--- src/rtl/rob_recovery_controller.sv ---
// Exception recovery sequencer: flushes ROB entries from the faulting pointer up to
// the tail, restores the ROB tail, then redirects fetch, stalling the front end throughout.
module rob_recovery_controller #(
  parameter int PTR_W = 4
) (
  input  logic             clk,
  input  logic             reset,
  input  logic             recover,
  input  logic [PTR_W-1:0] recover_rob_ptr,
  input  logic [31:0]      trap_pc,
  input  logic [PTR_W-1:0] rob_tail,
  input  logic             rob_full,
  output logic             flush_valid,
  output logic [PTR_W-1:0] flush_idx,
  output logic             tail_restore_valid,
  output logic [PTR_W-1:0] new_tail,
  output logic             pc_redirect,
  output logic [31:0]      redirect_pc,
  output logic             stall_frontend,
  output logic             busy
);

  typedef enum logic [1:0] {IDLE, FLUSH, TAIL, REDIRECT} state_t;

  localparam logic [PTR_W-1:0] PTR_ONE  = PTR_W'(1);
  localparam logic [PTR_W:0]   CNT_ONE  = (PTR_W+1)'(1);
  localparam logic [PTR_W:0]   CNT_FULL = {1'b1, {PTR_W{1'b0}}};

  state_t           state, state_nx;
  logic             recover_q;
  logic             armed;
  logic [PTR_W-1:0] ptr_q;
  logic [PTR_W-1:0] cur_q;
  logic [PTR_W-1:0] tail_q;
  logic [31:0]      pc_q;
  logic [31:0]      rpc_q;
  logic [PTR_W:0]   count_q;

  logic             accept;
  logic [PTR_W-1:0] span;
  logic [PTR_W:0]   count_init;

  always_comb begin
    // armed blocks a recover that was already high across reset release from
    // looking like a fresh rising edge; it is set once recover has been seen low.
    accept     = (state == IDLE) && recover && !recover_q && armed;
    span       = rob_tail - recover_rob_ptr;
    count_init = {1'b0, span};
    if (span == '0 && rob_full)
      count_init = CNT_FULL;
  end

  always_comb begin
    state_nx = state;
    case (state)
      IDLE:     if (accept) state_nx = (count_init == '0) ? TAIL : FLUSH;
      FLUSH:    if (count_q == CNT_ONE) state_nx = TAIL;
      TAIL:     state_nx = REDIRECT;
      REDIRECT: state_nx = IDLE;
      default:  state_nx = IDLE;
    endcase
  end

  always_ff @(posedge clk or posedge reset) begin
    if (reset) state <= IDLE;
    else       state <= state_nx;
  end

  always_ff @(posedge clk or posedge reset) begin
    if (reset) begin
      recover_q <= 1'b0;
      armed     <= 1'b0;
      ptr_q     <= '0;
      cur_q     <= '0;
      tail_q    <= '0;
      pc_q      <= '0;
      rpc_q     <= '0;
      count_q   <= '0;
    end else begin
      recover_q <= recover;
      if (!recover)
        armed <= 1'b1;

      if (accept) begin
        ptr_q   <= recover_rob_ptr;
        pc_q    <= trap_pc;
        count_q <= count_init;
        // Index/tail outputs only move when their strobe is about to assert.
        if (count_init != '0) cur_q  <= recover_rob_ptr;
        else                  tail_q <= recover_rob_ptr;
      end else if (state == FLUSH) begin
        count_q <= count_q - CNT_ONE;
        if (count_q == CNT_ONE) tail_q <= ptr_q;
        else                    cur_q  <= cur_q + PTR_ONE;
      end

      if (state == TAIL)
        rpc_q <= pc_q;
    end
  end

  assign flush_valid        = (state == FLUSH);
  assign flush_idx          = cur_q;
  assign tail_restore_valid = (state == TAIL);
  assign new_tail           = tail_q;
  assign pc_redirect        = (state == REDIRECT);
  assign redirect_pc        = rpc_q;
  assign busy               = (state != IDLE);
  assign stall_frontend     = (state != IDLE);

endmodule
--- config.mk ---
export PLATFORM = sky130hd
export DESIGN_NAME = rob_recovery_controller
export DESIGN_NICKNAME = d
export VERILOG_FILES = /design/src/rtl/rob_recovery_controller.sv
export SDC_FILE = /design/constraint.sdc
export NUM_CORES = 1
export LEC_CHECK = 0
export CORE_ASPECT_RATIO = 0.75
export CORE_MARGIN = 10
export CORE_UTILIZATION = 44
export DETAILED_ROUTE_END_ITERATION = 7
export GPL_TIMING_DRIVEN = 0
export PLACE_DENSITY = 0.85
export SYNTH_ARGS = -nofsm -noshare
export SYNTH_HDL_FRONTEND = slang
export SYNTH_SLANG_ARGS = --single-unit
--- constraint.sdc ---
create_clock -name clk -period 2.7 [get_ports clk]
set_input_delay 0.54 -clock clk [delete_from_list [all_inputs] [get_ports clk]]
set_output_delay 0.54 -clock clk [all_outputs]
set_load 0.03 [all_outputs]
# ---- Word level (Yosys, flattened, before mapping)
# Index checks and enable logic that the tools add are counted.
dict set report word_totals {
  ram_bits 0
  rom_bits 0
  reg_bits 85
  out_inout_bits 45
  latchBits 0
  memories 0
}
dict set report classes {
  order_cmp 0
  n_addsub 3
  div_mod_pow 0
  multipliers 0
  n_shift 0
  n_eq_ne 9
  n_bitwise 0
  reduce_logical 15
  mux 15
}
# cell n
set ops {}
lappend ops {{4-bit 2-to-1 mux} 8}
lappend ops {{5-bit 2-to-1 mux} 3}
lappend ops {{2-bit one-hot mux with 4 select lines} 1}
lappend ops {{2-bit 2-to-1 mux} 3}
lappend ops {{2-bit != test, second input constant} 3}
lappend ops {{3-bit AND reduction} 2}
lappend ops {{2-bit nonzero test} 3}
lappend ops {{5-bit by 1-bit == test with 1-bit output, second input constant} 1}
lappend ops {{5-bit zero test} 1}
lappend ops {{5-bit nonzero test} 1}
lappend ops {{5-bit by 1-bit subtractor with 5-bit output, second input constant} 1}
lappend ops {{4-bit by 1-bit adder with 4-bit output, second input constant} 1}
lappend ops {{2-bit == test, second input constant} 2}
lappend ops {{1-bit logical AND} 4}
lappend ops {{4-bit zero test} 1}
lappend ops {{2-bit by 1-bit != test with 1-bit output, second input constant} 2}
lappend ops {{4-bit subtractor} 1}
lappend ops {{2-bit by 1-bit == test with 1-bit output, second input constant} 1}
lappend ops {{2-bit zero test} 1}
lappend ops {{2-bit AND reduction} 1}
lappend ops {{1-bit zero test} 1}

# ---- Depth between registers and ports, before layout
dict set report depth {
  word_depth 8
  ltp_mapped 9
  mapped_depth_nobuf 9
}

# ---- Worst setup path before layout
# Ideal clock, no wire load.
dict set report synth_path {
  path_type {input to register}
  from {input rob_tail[0]}
  to {register tail_q[0], in the netlist new_tail[0]}
  slack_ps 142
  t_required_ps 2581
  setup_time_ps 119
  arrival_ps 2439
  cell_stages 9
  path_cell_list {inv_1 ha_1 inv_1 fa_1 xor2_1 or3b_1 a2111o_1 o22a_1 o21a_1}
}
dict set report synth_via {
  elab_chain_len 7
}
# item line_no
set synth_lines {}
lappend synth_lines {{start, declared} 11} ;# input logic [PTR_W-1:0] rob_tail,
lappend synth_lines {{4-bit subtractor *} 47} ;# span = rob_tail - recover_rob_ptr;
lappend synth_lines {{4-bit zero test} 49} ;# if (span == '0 && rob_full)
lappend synth_lines {{1-bit logical AND} 49}
lappend synth_lines {{5-bit 2-to-1 mux *} 49}
lappend synth_lines {{5-bit nonzero test *} 89} ;# if (count_init != '0) cur_q <= recover_rob_ptr;
lappend synth_lines {{2-bit != test (no source line) *} n/a}
lappend synth_lines {{3-bit AND reduction (no source line) *} n/a}
lappend synth_lines {{end signal, assigned} 90} ;# else tail_q <= recover_rob_ptr;
lappend synth_lines {{end signal, assigned} 93} ;# if (count_q == CNT_ONE) tail_q <= ptr_q;
lappend synth_lines {{end, declared} 34} ;# logic [PTR_W-1:0] tail_q;
# Mark *: on every way between the ends. The rest lies on a longest branch, timed or not.
# A chain may end at the register's enable or synchronous reset.

# ---- Final worst setup path
dict set report layout_path {
  from {input recover_rob_ptr[1]}
  to {register tail_q[3], in the netlist new_tail[3]}
}
dict set report layout_via {
  elab_chain_len 7
}
# item line_no
set layout_lines {}
lappend layout_lines {{start, declared} 9} ;# input logic [PTR_W-1:0] recover_rob_ptr,
lappend layout_lines {{4-bit subtractor *} 47}
lappend layout_lines {{4-bit zero test} 49}
lappend layout_lines {{1-bit logical AND} 49}
lappend layout_lines {{5-bit 2-to-1 mux *} 49}
lappend layout_lines {{5-bit nonzero test *} 89}
lappend layout_lines {{2-bit != test (no source line) *} n/a}
lappend layout_lines {{3-bit AND reduction (no source line) *} n/a}
# Marked as above.

==> metrics.txt <==
Initial Utilization 0.457; Hold Vio Cnt, Final 0; Max Fclk 0.374 GHz; most common cell in the netlist nand2_1; cells after synthesis 334; Detailed Route Iter0 Violations 177; core area 7950 um2; final net count 493; number of synthesized flops with an enable pin 0; Synth Net Count 390; max_cap viols 0; Pwr Density 1180 nW/um2; Synth Flop Type dfrtp_1; Post-synth top cells nand2_1, dfrtp_1, mux2_2; drt first pass iters 4; Residual DRC 0; Hold Crit Class reg -> reg; Yosys Warn Count 0; Layout Skew 0.0135 ns; Syn Area/Cell 10.9 um2; dpl cell area 4670 um2; worst hold path depth 2; internal cell power 3560 uW; CP startpoint kind input port; total power 5800 uW; layout cells sized above 1 0.133; Setup CP Type in -> reg; vias in the first global route 2899; Non-Filler Instances 547; Max clock buf depth 2; CTS buffer count 9; switching share of power 0.386; post-synth top area share 0.586; CTS clk-pin slew, worst paths 0.07 ns; final WL 8.91 mm; setup TNS 0 ns; Antenna Cells 0; synthesized area 3630 um2; via count 2734; worst skew pair latency 0.36 ns; final critical-path share of the clock period 0.991; WP data required 2.94 ns; count of input and output buffers 88; Die H 98.7 um; Seq/Total Area, Yosys 0.586; vias per cell 5.00; post-route ant nets 0; Slew Limit Fails 0; Routed WL per cell 16.3 um; sequential power share 0.378; clock network fraction of total power 0.151; Yosys cell types 36; first-pass GRT wire length 14.8 mm; combinational power share 0.471; Layout area overhead 35.2%; crit-path max cell delay 0.49 ns; R2R depth 7; CP Cell Sequence clkdlybuf4s50_1 > inv_2 > fa_2 > xor2_2 > or3b_4 > a2111o_1 > o22a_1 > o21a_1; # hold bufs at CTS 0; final instance area 4910 um2; top area cells in the synthesized netlist dfrtp_1, nand2_1, mux2_2, ha_1, inv_1; Final setup violation count 0; Leak 0.00228 uW; worst IR drop on VDD 0.729 mV; HPWL Detailed 6.43 mm; die area 12300 um2; placed cells 528; number of I/O pins 89; Tot GR Track Use 0.146; largest net degree at the start of global routing 44; GRT Residual Overflow 0; Max FO, Critical Path 5; NetSw 2240 uW; initial antenna violation count 0; CTS tree yes; Yosys reg bits 85; critical path data arrival time 2.92 ns; status completed; FFs w/ async S/R, synth 1.00; Util after Layout 0.617; CP max-delay cell clkdlybuf4s50_1; number of cell rows 28; minimum clock period 2.67 ns; Worst setup EP type flip-flop; worst slew pin tran 0.903 ns; Horiz. Die Dim 125 um; H-tree lvl count 3; post-synth top area cell dfrtp_1; Clock Sinks 85; root buf cell clkbuf_8; gpl congestion 0.749; Rel. slew slack 0.397
-- worst paths after layout --
check	to	from	slack, ns
min in group asynchronous	pc_q[19]	reset	0.72
worst min-delay path	pc_q[26]	pc_q[26]	0.48
worst max register to register	flush_idx[2]	state[0]	0.48
worst max-delay path	new_tail[3]	recover_rob_ptr[1]	0.03
worst min register to register	pc_q[26]	pc_q[26]	0.48
max in group asynchronous	new_tail[1]	reset	1.27
-- cell families (layout without fill, tap and decap cells) --
family          count (synthesis)  count (layout)  synth area share
buf+inv                        31             139            0.0331
flops                          85              85             0.586
compound gates                 37              37            0.0737
simple gates                  131             131             0.150
xor+xnor                        6               6            0.0145
mux                            32              32            0.0992
fa+ha+maj                      12              12            0.0434
-- what timing repair did --
item	CTS	global route
setup endpoints to repair	7	7
gates resized for setup	2	8
setup buffers	1	2
pin swaps	3	5
-- registers in the layout (all words and copies together), names as in the netlist --
name         flops
pc_q            32
redirect_pc     32
count_q          5
flush_idx        4
new_tail         4
ptr_q            4
state            2
armed            1
recover_q        1
-- placed cells by master (no fill, tap or decap), drive strengths merged, types with 2 or more instances in the layout --
cell	Yosys	routed
nor4b	2	2
ha	11	11
nand2	111	111
nor3	3	3
mux2	32	32
nor2	5	5
xnor2	3	3
a21oi	5	5
dfrtp	85	85
o22ai	2	2
a21o	4	4
o21ai	10	10
a221oi	3	3
xor2	3	3
clkdlybuf4s50	0	86
o22a	5	5
dlymetal6s2s	0	2
buf	3	7
inv	15	14
clkbuf	13	28
o21a	4	4
-- stage by stage --
stage               hold slack (ns)  setup WS, ns
floorplan                     0.440         0.142
finish                        0.476        0.0254
CTS                           0.476        0.0170
detailed placement            0.459        -0.521
global route                  0.498       -0.0177
global placement              0.451        -0.497
-- area by class of cell --
cell class	count	area (um2)
multi-input cells	218	1410
plain buffers	16	63.8
clock inverters	1	30.0
flip-flops and latches	85	2130
fillers	677	3040
well taps	105	131
inverters	15	60.1
repair buffers	92	928
clock buffers	15	156
-- worst max-delay path: cells and delay by family --
| family | cells | cell delay, ns |
|---|---|---|
| compound gates | 3 | 0.84 |
| xor+xnor | 1 | 0.16 |
| fa+ha+maj | 1 | 0.40 |
| buf+inv | 2 | 0.57 |
| simple gates | 1 | 0.41 |
-- layer usage --
metal	up-vias	routed length [um]	global-route usage
met1	1349	3970	0.177
met3	10	605	0.0637
li1	1302	-	-
met4	0	79	0.0389
met2	73	4250	0.235
met5	-	0	0
-- power groups by stage --
stage                     Sequential (uW)  Clock (uW)  Combinational [uW]
after detailed placement             2220           0                2750
final                                2190         874                2730
after global placement               2170           0                2670
after global routing                 2270         962                2990
after floorplan                      2690           0                1210
after CTS                            2190         897                2770
Note: power is estimated with default switching activity, not from simulation.
